--- config.mk ---
export PLATFORM = sky130hd
export DESIGN_NAME = hazard_forward_ctrl
export DESIGN_NICKNAME = d
export VERILOG_FILES = /design/src/rtl/hazard_forward_ctrl.sv
export SDC_FILE = /design/constraint.sdc
export NUM_CORES = 1
export LEC_CHECK = 0
export ABC_AREA = 1
export BUFFER_PORTS_ARGS = -buffer_cell sky130_fd_sc_hd__buf_2
export CAP_MARGIN = 20
export CORE_MARGIN = 4
export CORE_UTILIZATION = 39
export DETAILED_ROUTE_END_ITERATION = 16
export GPL_ROUTABILITY_DRIVEN = 0
export PLACE_DENSITY_LB_ADDON = 0.15
export RECOVER_POWER = 50
export SYNTH_ARGS = -nofsm -noshare
export SYNTH_HDL_FRONTEND = slang
export SYNTH_SLANG_ARGS = --single-unit
--- constraint.sdc ---
create_clock -name clk -period 2.28 [get_ports clk]
set_input_delay 0.456 -clock clk [delete_from_list [all_inputs] [get_ports clk]]
set_output_delay 0.456 -clock clk [all_outputs]
set_load 0.01 [all_outputs]
--- src/rtl/hazard_forward_ctrl.sv ---
// hazard_forward_ctrl
//   Pipeline control for the 16-bit five-stage core (IF, ID, EX, MEM, WB).
//   It tracks the destination registers of the instructions in EX and MEM.
//   From these it produces the PC and IF/ID enables, the IF/ID flush and
//   ID/EX bubble controls, and registered forwarding selects for the EX
//   operand muxes. It also keeps saturating load-use stall and branch flush
//   counters.
//
// Ports
//   clk, reset            rising-edge clock, asynchronous active-high reset
//   id_*                  register fields and flags of the instruction in ID
//   ex_branch_taken       branch/jump resolved taken in EX this cycle
//   mem_ready             0 freezes the whole pipeline
//   pc_write, ifid_write  PC and IF/ID register enables
//   ifid_flush            clear IF/ID to NOP
//   idex_bubble           load NOP into ID/EX
//   fwd_a, fwd_b          EX operand selects: 00 regfile, 01 MEM, 10 WB
//   stall_count           load-use stall cycles (saturating)
//   flush_count           taken-branch flushes (saturating)
module hazard_forward_ctrl #(
  parameter int REG_W = 3,
  parameter int CNT_W = 16
) (
  input  logic             clk,
  input  logic             reset,
  input  logic             id_valid,
  input  logic [REG_W-1:0] id_rs,
  input  logic [REG_W-1:0] id_rt,
  input  logic [REG_W-1:0] id_rd,
  input  logic             id_reads_rs,
  input  logic             id_reads_rt,
  input  logic             id_writes_rd,
  input  logic             id_is_load,
  input  logic             ex_branch_taken,
  input  logic             mem_ready,
  output logic             pc_write,
  output logic             ifid_write,
  output logic             ifid_flush,
  output logic             idex_bubble,
  output logic [1:0]       fwd_a,
  output logic [1:0]       fwd_b,
  output logic [CNT_W-1:0] stall_count,
  output logic [CNT_W-1:0] flush_count
);

  // A producer in WB is not tracked: the WB-stage forward is selected one
  // edge earlier from the MEM-stage match, and same-cycle WB-to-ID reads are
  // covered by the write-through register file.
  logic             ex_v_q, ex_v_d;
  logic [REG_W-1:0] ex_rd_q, ex_rd_d;
  logic             ex_ld_q, ex_ld_d;
  logic             mem_v_q, mem_v_d;
  logic [REG_W-1:0] mem_rd_q, mem_rd_d;
  logic [1:0]       fwd_a_q, fwd_a_d;
  logic [1:0]       fwd_b_q, fwd_b_d;
  logic [CNT_W-1:0] stall_q, stall_d;
  logic [CNT_W-1:0] flush_q, flush_d;

  logic ex_rs_hit, ex_rt_hit, mem_rs_hit, mem_rt_hit, load_use;

  // Register 0 is hardwired zero, so it never matches.
  function automatic logic src_match(input logic             rd_en,
                                     input logic [REG_W-1:0] src,
                                     input logic             stg_v,
                                     input logic [REG_W-1:0] stg_rd);
    return rd_en && (src != '0) && stg_v && (stg_rd == src);
  endfunction

  // Youngest producer (EX) wins over MEM.
  function automatic logic [1:0] fwd_sel(input logic ex_hit, input logic mem_hit);
    if (ex_hit)  return 2'b01;
    if (mem_hit) return 2'b10;
    return 2'b00;
  endfunction

  function automatic logic [CNT_W-1:0] sat_inc(input logic [CNT_W-1:0] c);
    return (&c) ? c : c + CNT_W'(1);
  endfunction

  assign ex_rs_hit  = src_match(id_reads_rs, id_rs, ex_v_q,  ex_rd_q);
  assign ex_rt_hit  = src_match(id_reads_rt, id_rt, ex_v_q,  ex_rd_q);
  assign mem_rs_hit = src_match(id_reads_rs, id_rs, mem_v_q, mem_rd_q);
  assign mem_rt_hit = src_match(id_reads_rt, id_rt, mem_v_q, mem_rd_q);
  assign load_use   = id_valid & ex_v_q & ex_ld_q & (ex_rs_hit | ex_rt_hit);

  // Freeze beats branch, branch beats load-use.
  always_comb begin
    pc_write    = 1'b0;
    ifid_write  = 1'b0;
    ifid_flush  = 1'b0;
    idex_bubble = 1'b0;
    if (mem_ready) begin
      if (ex_branch_taken) begin
        pc_write    = 1'b1;
        ifid_write  = 1'b1;
        ifid_flush  = 1'b1;
        idex_bubble = 1'b1;
      end else if (load_use) begin
        idex_bubble = 1'b1;
      end else begin
        pc_write    = 1'b1;
        ifid_write  = 1'b1;
      end
    end
  end

  always_comb begin
    ex_v_d   = ex_v_q;
    ex_rd_d  = ex_rd_q;
    ex_ld_d  = ex_ld_q;
    mem_v_d  = mem_v_q;
    mem_rd_d = mem_rd_q;
    fwd_a_d  = fwd_a_q;
    fwd_b_d  = fwd_b_q;
    stall_d  = stall_q;
    flush_d  = flush_q;
    if (mem_ready) begin
      mem_v_d  = ex_v_q;
      mem_rd_d = ex_rd_q;
      if (idex_bubble) begin
        ex_v_d  = 1'b0;
        fwd_a_d = 2'b00;
        fwd_b_d = 2'b00;
      end else begin
        ex_v_d  = id_valid & id_writes_rd & (id_rd != '0);
        ex_rd_d = id_rd;
        ex_ld_d = id_is_load;
        fwd_a_d = fwd_sel(ex_rs_hit, mem_rs_hit);
        fwd_b_d = fwd_sel(ex_rt_hit, mem_rt_hit);
      end
      if (load_use && !ex_branch_taken) stall_d = sat_inc(stall_q);
      if (ex_branch_taken)              flush_d = sat_inc(flush_q);
    end
  end

  always_ff @(posedge clk or posedge reset) begin
    if (reset) begin
      ex_v_q   <= 1'b0;
      ex_rd_q  <= '0;
      ex_ld_q  <= 1'b0;
      mem_v_q  <= 1'b0;
      mem_rd_q <= '0;
      fwd_a_q  <= 2'b00;
      fwd_b_q  <= 2'b00;
      stall_q  <= '0;
      flush_q  <= '0;
    end else begin
      ex_v_q   <= ex_v_d;
      ex_rd_q  <= ex_rd_d;
      ex_ld_q  <= ex_ld_d;
      mem_v_q  <= mem_v_d;
      mem_rd_q <= mem_rd_d;
      fwd_a_q  <= fwd_a_d;
      fwd_b_q  <= fwd_b_d;
      stall_q  <= stall_d;
      flush_q  <= flush_d;
    end
  end

  assign fwd_a       = fwd_a_q;
  assign fwd_b       = fwd_b_q;
  assign stall_count = stall_q;
  assign flush_count = flush_q;

endmodule
# After elaboration in Yosys (flattened, before gate mapping)
# Cells that the tools add are included.
# classes
addsub	2
n_eq_ne	4
n_mux	33
bitwise	9
n_reduce_logical	20
# op_table
operator	n
adder 16 x 1 -> 16 bit, second input constant	2
AND reduction 16 bit	2
two-way mux 1 bit	23
two-way mux 2 bit	10
equality test 3 bit	4
logical AND 1 bit	11
nonzero test 3 bit	3
AND reduction 3 bit	2
AND 1 bit	5
inverter 1 bit	3
AND reduction 2 bit	1
logical NOT 1 bit	1
OR 1 bit	1
# word_totals
regBits	45
input_bits	18
elab_cells	77

# Depth between registers and ports, before layout
# Gate-level depths: netlist of run 1.
# logic_depth
depth_word	17
mapped_depth	11

# Worst setup path after synthesis of run 1
# Ideal clock, no wire load.
# synth_path
path_type	input -> output
startpoint	in id_rs[0]
endpoint	out idex_bubble
arrival_ps	1370
setup_slack_ps	454
path_stages	7
path_buffers	1
path_cell_list	inv_1 -> a21oi_1 -> nand3_2 -> nand2_4 -> nand2_1 -> buf_2 -> a21oi_1
# synth_via
elab_chain_len	9
word_cells_on_any_way	10
# synth_lines
element	line	source
from (decl)	27	input logic [REG_W-1:0] id_rs,
nonzero test 3 bit	66	return rd_en && (src != '0) && stg_v && (stg_rd == src);
logical AND 1 bit (2 in a row)	66	
logical AND 1 bit *	66	
OR 1 bit *	84	assign load_use = id_valid & ex_v_q & ex_ld_q & (ex_rs_hit | ex_rt_hit);
AND 1 bit *	84	
two-way mux 1 bit *	98	end else if (load_use) begin
two-way mux 1 bit *	93	if (ex_branch_taken) begin
two-way mux 1 bit *	92	if (mem_ready) begin
to (decl)	39	output logic idex_bubble,
# Mark *: on every way between the ends. The rest lies on a longest branch, timed or not.

# Worst setup path in the final report of run 1
# layout_path
startpoint	reg ex_rd_q[0]
endpoint	out ifid_write
# layout_via
elab_chain_len	7
word_cells_on_any_way	9
# layout_lines
element	line	source
from (decl)	50	logic [REG_W-1:0] ex_rd_q, ex_rd_d;
from (signal assigned)	149	ex_rd_q <= ex_rd_d;
equality test 3 bit	66	
logical AND 1 bit	66	
OR 1 bit *	84	
AND 1 bit *	84	
two-way mux 1 bit *	98	
two-way mux 1 bit *	93	
two-way mux 1 bit *	92	
to (decl)	37	output logic ifid_write,
# Marks and branches as above.

==> results of run 1 <==
## cell usage after synthesis
cell / n / area, µm²
clkbuf_1: 1 / 3.75
buf_1: 1 / 3.75
nand4_4: 1 / 21.3
nand2_4: 1 / 11.3
nor2_1: 40 / 150
ha_1: 2 / 25.0
a21oi_1: 3 / 15.0
xnor2_1: 15 / 131
nand2_1: 149 / 559
nand3_2: 3 / 30.0
o21ai_0: 4 / 20.0
nor3_1: 6 / 30.0
inv_2: 5 / 18.8
a21boi_1: 1 / 7.51
nor2_8: 1 / 20.0
o21ai_1: 6 / 30.0
buf_4: 3 / 22.5
buf_2: 3 / 15.0
nor2_2: 2 / 12.5
buf_6: 1 / 11.3
nand3_1: 16 / 80.1
inv_1: 27 / 101
nor3_2: 1 / 10.0
nand3_4: 1 / 17.5
and3_1: 1 / 6.26
dfrtp_1: 45 / 1130
nand4_1: 12 / 75.1
xor2_1: 17 / 149
## metrics by stage
step | instances | area, µm²
after floorplan | 368 | 2700
after global placement | 501 | 3070
after detailed placement | 501 | 3070
after CTS | 509 | 3190
after global routing | 509 | 3160
final | 509 | 3160
## final cells by class
class / instances / area, µm²
flip-flops and latches: 45 / 1130
repair buffers: 62 / 299
inverters: 32 / 120
fillers: 741 / 3590
well taps: 80 / 100
clock buffers: 7 / 86.3
multi-input cells: 282 / 1400
clock inverters: 1 / 30.0
## worst max-delay path by stage
stage,endpoint,slack [ns]
3_3_place_gp,pc_write,0.40
2_1_floorplan,idex_bubble,0.45
3_5_place_dp,ifid_write,0.38
4_1_cts,ifid_write,0.20
6_report,ifid_write,0.23
5_1_grt,ifid_write,0.03
## state kept, by name, summed over array words and instances (netlist names)
| register | count |
|---|---|
| stall_count | 16 |
| ex_ld_q | 1 |
| mem_v_q | 1 |
| fwd_a | 2 |
| flush_count | 16 |
| ex_rd_q | 3 |
| mem_rd_q | 3 |
| fwd_b | 2 |
| ex_v_q | 1 |
## per-layer routing
metal | wire length, µm | vias up | GRT usage [%]
met2 | 2700 | 66 | 25.9
met5 | 0 | - | 0
met1 | 3050 | 1113 | 21.1
li1 | - | 1260 | -
met3 | 360 | 10 | 3.73
met4 | 87 | 0 | 5.03
## worst max-delay path: stages, from the launching register on
cell	delay, ns
dfrtp_1	0.45
inv_2	0.05
nand2_1	0.06
nand2_1	0.07
nor2_2	0.12
nand3_2	0.10
nand2_4	0.12
nand3_4	0.10
nand2_1	0.09
inv_1	0.04
buf_2	0.13
## power by group through the flow
stage | combinational, mW | sequential, mW | clock [mW]
finish | 0.344 | 0.973 | 0.629
global placement | 0.356 | 0.989 | 0
detailed placement | 0.363 | 0.985 | 0
global route | 0.392 | 0.989 | 0.691
CTS | 0.362 | 0.973 | 0.658
floorplan | 0.210 | 0.994 | 0
## cell families (layout without fill, tap and decap cells)
family	count (synthesis)	count (layout)	share of synthesized area, %
xor+xnor	32	32	10.4
simple gates	234	234	37.9
compound gates	14	14	2.68
buf+inv	41	102	6.52
fa+ha+maj	2	2	0.925
flops	45	45	41.6
==> flow_results.org, run 1 <==
** Floorplan
- The die is 91.3 µm tall.
- Effective utilization at floorplan :: 40.0%
- After floorplanning, the core was divided into 30 placement rows.
- The die covers 0.00833 mm².
- I/O Pins :: 58
- Chip width :: 91.3 µm
- After floorplanning, the core was sized to cover 0.00676 mm².

** Route
- Number of DRC violations after detailed-routing iteration 0 :: 88
- Via count :: 2449
- Once detail routing completed, the nets flagged for antenna violations numbered 0.
- First-pass DRT Iterations :: 4
- After detailed routing, the number of remaining DRC violations is 0.
- Total length of routed wires :: 6.20 mm
- In the final routed layout, each cell accounts on average for 12.2 µm.
- Routed via count divided by cell count :: 4.81

** Pwr
- In this run switching power makes up 30.0% of total power.
- Per report_power, the combinational group accounts for 17.7% of the total.
- In this run the power density over the cells is 615 mW/mm².
- Largest voltage drop on the vdd net :: 0.271 mV
- For this design the total switching power over the nets is 0.583 mW.
- Clock network fraction of design power :: 32.3%
- Summing internal, switching and leakage power gives 1.95 mW.
- Leakage :: 1.64 nW
- Internal Power :: 1.36 mW
- Share of power burned in registers :: 50.0%

** CTS
- CTS tree :: yes
- Clock Path Buffers :: 2
- CTS hold repair buffers :: 0
- CTS Root Cell :: clkbuf_8
- Clock latency reported for the late side of the worst-skew pair :: 0.30 ns
- Post-CTS setup buffer count :: 0
- The number of clock buffers added by TritonCTS is 5.
- The clock tree synthesis step divided the H-tree into 2 levels.
- After clock tree synthesis, the clock-pin slew on the worst setup and hold paths is 0.08 ns.
- The tree built by TritonCTS fans out to 45 sinks.
- After clock tree synthesis, the repair step resized 0 gates.

** Global routing
- The first global-routing pass estimated 11.0 mm of wire.
- Sum of overflow across all layers after global routing :: 0
- Number of antenna violations at the first check in global routing :: 0
- The via count of the first global-routing pass was 2388.
- Entering global routing, the biggest net connects 46 pins.
- Aggregate global-route resource usage :: 16.0%

** Layout
- Top library cells by usage in the layout, fill and taps aside :: 149 x nand2_1, 45 x dfrtp_1, 40 x nor2_1, 40 x buf_2, 27 x inv_1
- Cells fill 46.8% of the core in the end.
- Antenna Cells :: 0
- In the final layout, the share of cells above drive strength 1 is 15.6%.
- The net count of the finished layout is 448.
- The area growth from synthesis to layout is 17.0%.
- Most frequent standard cell in the layout excluding fill and tap cells :: nand2_1

** Setup path
- The setup check on the worst reg-to-reg path leaves a slack of 0.54 ns.
- Source of the critical timing path :: ex_rd_q[0]$_DFFE_PP0P_
- Critical Setup Path Class :: flop to output pin
- Counting cells, the worst reg-to-reg path comes to 8.
- Data on the critical path is required at its endpoint by 1.82 ns.
- Crit path DAT :: 1.60 ns
- Source of the worst register-to-register timing path :: flush_count[0]$_DFFE_PP0P_
- Maximum fanout along the worst path :: 5
- Critical Path Sink Type :: output pin
- In this run the critical register-to-register path is captured at flush_count[12]$_DFFE_PP0P_.
- STA classifies the critical path startpoint as a flop.

** Worst hold path
- Worst min-delay path endpoint :: ex_ld_q$_DFFE_PP0P_
- Count of cells along the worst hold path :: 3
- Type of the tightest min-delay check :: input pin to flop
- In this run the most critical hold path is launched from id_is_load.

** Placement
- After legalization and detailed placement, the total HPWL measured 4.68 mm.
- Buffers on Ports :: 57
- Prior to clock tree synthesis, the placed netlist has a worst setup slack of 0.384 ns.

** Timing
- Final slew viol count :: 0
- Shortest clock period the worst path allows after layout :: 2.05 ns
- The clock arrives with 0.00568 ns of skew.
- Worst-case hold slack :: 0.422 ns
- At the pin with the least slew margin, the transition time is 1.12 ns.
- # setup viols final :: 0
- Setup repair after global routing left no endpoint under its margin.
- The number of hold violations in the final report came to 0.
- Final sum of negative setup slack :: 0 ns
- Measured against its own limit, the worst slew margin works out to 25.0%.
- Once routing completed, OpenROAD measured the worst setup slack at 0.227 ns.
- The worst path uses 90.1% of the clock period.
- Maximum clock frequency :: 0.487 GHz

** Logic synthesis
- Counting flops and latches in the post-synthesis netlist gives 45.
- For this run, the number of Yosys warnings is 0.
- Combined area of all synthesized cells :: 0.00270 mm²
- Sequential-to-total area share from yosys stat :: 41.6%
- The number of nets handed over by synthesis was 388.
- Synthesis instantiated 28 different standard cells from the library.
- After technology mapping, the gate count stands at 368.
- Mean Syn Cell Area :: 7.35 µm²

** Job
- Number of maximum-capacitance constraint violations :: 0

** Status
- The flow ran to the end, and the final reports show no timing, DRC or antenna violations.
No activity file was read; power rests on OpenSTA's default activity.
==> run 2: changes to the inputs <==
--- a/config.mk
+++ b/config.mk
@@ -8,11 +8,10 @@
 export ABC_AREA = 1
 export BUFFER_PORTS_ARGS = -buffer_cell sky130_fd_sc_hd__buf_2
 export CAP_MARGIN = 20
-export CORE_MARGIN = 4
 export CORE_UTILIZATION = 39
 export DETAILED_ROUTE_END_ITERATION = 16
 export GPL_ROUTABILITY_DRIVEN = 0
-export PLACE_DENSITY_LB_ADDON = 0.15
+export PLACE_DENSITY = 0.64
 export RECOVER_POWER = 50
 export SYNTH_ARGS = -nofsm -noshare
 export SYNTH_HDL_FRONTEND = slang
==> flow_results.org, run 2 (synthesized netlist as in run 1, its figures left out) <==
** Route
- The total wire length came to 6.12 mm (-1.2%).
- The met1 routed wirelength after detailed routing was 3.04 mm (-0.49%).
- Detail Route Antenna Nets :: 0 (unchanged)
- Routed length per placed instance :: 12.1 µm (-0.25%)
- The wire length on met3 came to 271 µm (-25%).
- The via count normalized by instance count came to 4.82 (about the same).
- Via count :: 2427 (-0.90%)
- The initial DRC count is 77 (-13%).
- Routed wl met2 :: 2.75 mm (+1.9%)
- The highest metal layer carrying signal wires in the routed design is met4.
- The number of search-and-repair iterations in the first detailed-routing pass was 4 (unchanged).
- The detailed-route DRC error count was 0 (unchanged).

** CTS
- The number of H-tree levels is 2 (unchanged).
- TritonCTS built the clock tree.
- The number of buffers added by the clock tree synthesis step came to 5 (unchanged).
- The number of sinks on the clock net is 45 (unchanged).
- Clock Path Buffers :: 2 (unchanged)
- CTS Root Cell :: clkbuf_8
- The hold-fix buffer count after cts is 0 (unchanged).
- The CTS clock-pin slew for the worst setup and hold paths came to 0.08 ns (about the same).
- Post-CTS setup buffer count :: 0 (unchanged)
- The clock latency at the later pin of the worst-skew pair came to 0.29 ns (about the same).
- Post-cts repair resize count :: 0 (unchanged)

** Pwr
- Power per Cell Area :: 571 mW/mm² (-7.2%)
- The leakage dissipation was 1.62 nW (-1.4%).
- The maximum VDD drop came to 0.285 mV (+4.9%).

** Timing
- # setup viols final :: 0 (unchanged)
- Setup repair after global routing missed its margin :: no
- Final slew viol count :: 0 (unchanged)
- Shortest clock period the worst path allows after layout :: 2.08 ns (+0.0278 ns)
- The pin slew with the least headroom to its limit is 0.934 ns (-0.190 ns).
- Worst-case hold slack :: 0.108 ns (-0.313 ns)
- Final Skew :: 0.00316 ns (-0.00252 ns)
- Worst-case headroom to the max-slew limit :: 37.7% (+13 points)
- Final sum of negative setup slack :: 0 ns (unchanged)
- Share of the clock period used by the worst path :: 91.3% (+1.2 points)
- The worst path setup slack after routing came to 0.199 ns (-0.0278 ns).
- Maximum clock frequency :: 0.481 GHz (-1.3%)
- Number of failing hold endpoints at the final stage :: 0 (unchanged)

** Layout
- The total inserted antenna cells was 0 (unchanged).
- Share of cells above drive strength 1 :: 15.2% (-0.40 points)
- The number of filler instances in the final layout came to 665 (-10%).
- Final instance area :: 0.00311 mm² (-1.6%)
- The core occupancy in the finished layout came to 47.7% (+0.85 points).
- Area growth from synthesis to layout :: 15.1%
- The multi-input combinational cell area came to 0.00140 mm² (unchanged).
- Top library cells by usage in the layout, fill and taps aside :: 149 x nand2_1, 45 x dfrtp_1, 40 x nor2_1, 40 x buf_2, 27 x inv_1
- NumNets Final :: 448 (unchanged)
- Most frequent standard cell in the layout excluding fill and tap cells :: nand2_1
- The register cell area after layout came to 0.00113 mm² (unchanged).

** Global routing
- The residual overflow from global routing is 0 (unchanged).
- First-pass GRT wire length :: 10.2 mm (-7.0%)
- Aggregate global-route resource usage :: 17.7% (+1.7 points)
- Number of antenna violations at the first check in global routing :: 0 (unchanged)
- The via count of the first global-routing pass came to 2187 (-8.4%).
- Maximum number of pins on one net before global-route repair :: 38 (-17%)

** Setup path
- Among the stages of the critical path, the cell type that occurs most often is nand2_1.
- The worst setup path is of the flop to output pin kind.
- Required time worst endpoint :: 1.82 ns (about the same)
- Kind of start point of the critical path :: flop
- The peak fanout along the critical path was 5 (unchanged).
- The worst setup path is captured at an output pin.
- Sequence of cells on the critical path :: inv_2 > nand2_1 > nand2_1 > nor2_2 > nand3_2 > nand2_4 > nand3_4 > nand2_1 > inv_1 > buf_2
- The arrival time reported for the critical path endpoint was 1.63 ns (+0.03 ns).
- On the critical path, the stage with the largest delay is an instance of dfrtp_1.
- Largest stage delay, worst path :: 0.44 ns (about the same)

** Floorplan
- Core Rows :: 29 (-3.3%)
- The width of the die is 85.3 µm (-6.6%).
- Die Y :: 85.3 µm (-6.6%)
- I/O Pins :: 58 (unchanged)
- The initial core utilization was 41.4% (+1.4 points).
- Total Die Area :: 0.00727 mm² (-13%)
- Core region area :: 0.00653 mm² (-3.3%)

** Placement
- The number of buffer cells added on primary ports was 57 (unchanged).
- The setup slack at placement is 0.387 ns (+0.00326 ns).
- The half-perimeter wire length after detailed placement was 4.58 mm (-2.1%).
- Placed cell areas :: 0.00308 mm² (+0.29%)

** Job
- Number of maximum-capacitance constraint violations :: 0 (unchanged)

** Worst hold path
- Type of the tightest min-delay check :: input pin to asynchronous set/reset pin

** Status
- The flow ran to the end, and the final reports show no timing, DRC or antenna violations.
run 2: critical path, delay by kind of cell, from the launching register on:
kind                   cells  cell delay [ns]
buffers and inverters      3             0.24
DFF                        1             0.44
and+or+nand+nor            7             0.64
run 2: layout make-up:
class                   instances  share of cell area [%]
multi-input cells             282                    45.0
flip-flops and latches         45                    36.2
well taps                      77                    3.09
inverters                      32                    3.86
repair buffers                 62                    9.49
clock inverters                 1                   0.161
clock buffers                   5                    2.21
run 2: final timing paths:
kind | from | to | slack, ns | cells after the start
max | ex_rd_q[0]$_DFFE_PP0P_ | pc_write | 0.20 | 10
min | reset | fwd_a[0]$_DFFE_PP0P_ | 0.11 | 2
max reg2reg | flush_count[0]$_DFFE_PP0P_ | flush_count[12]$_DFFE_PP0P_ | 0.52 | 8
min reg2reg | ex_ld_q$_DFFE_PP0P_ | ex_ld_q$_DFFE_PP0P_ | 0.48 | 2
max in group asynchronous | reset | flush_count[3]$_DFFE_PP0P_ | 0.96 | 3
min in group clk | id_is_load | ex_ld_q$_DFFE_PP0P_ | 0.43 | 3
run 2: routing by layer:
| layer | GRT usage (%) | up-vias |
|---|---|---|
| met3 | 3.40 | 6 |
| met1 | 24.1 | 1096 |
| met4 | 6.21 | 0 |
| met5 | 0 | - |
| li1 | - | 1264 |
| met2 | 28.3 | 61 |
run 2: metrics by stage:
step,total power [mW],std cells
after floorplan,1.20,368
after global placement,1.34,498
after detailed placement,1.35,498
after CTS,1.83,504
after global routing,1.90,504
final,1.78,504
run 2: power by group:
group | total, mW | switching (mW) | internal (mW)
Combinational | 0.343 | 0.211 | 0.132
Clock | 0.459 | 0.257 | 0.202
Sequential | 0.976 | 0.104 | 0.873
Total | 1.78 | 0.571 | 1.21
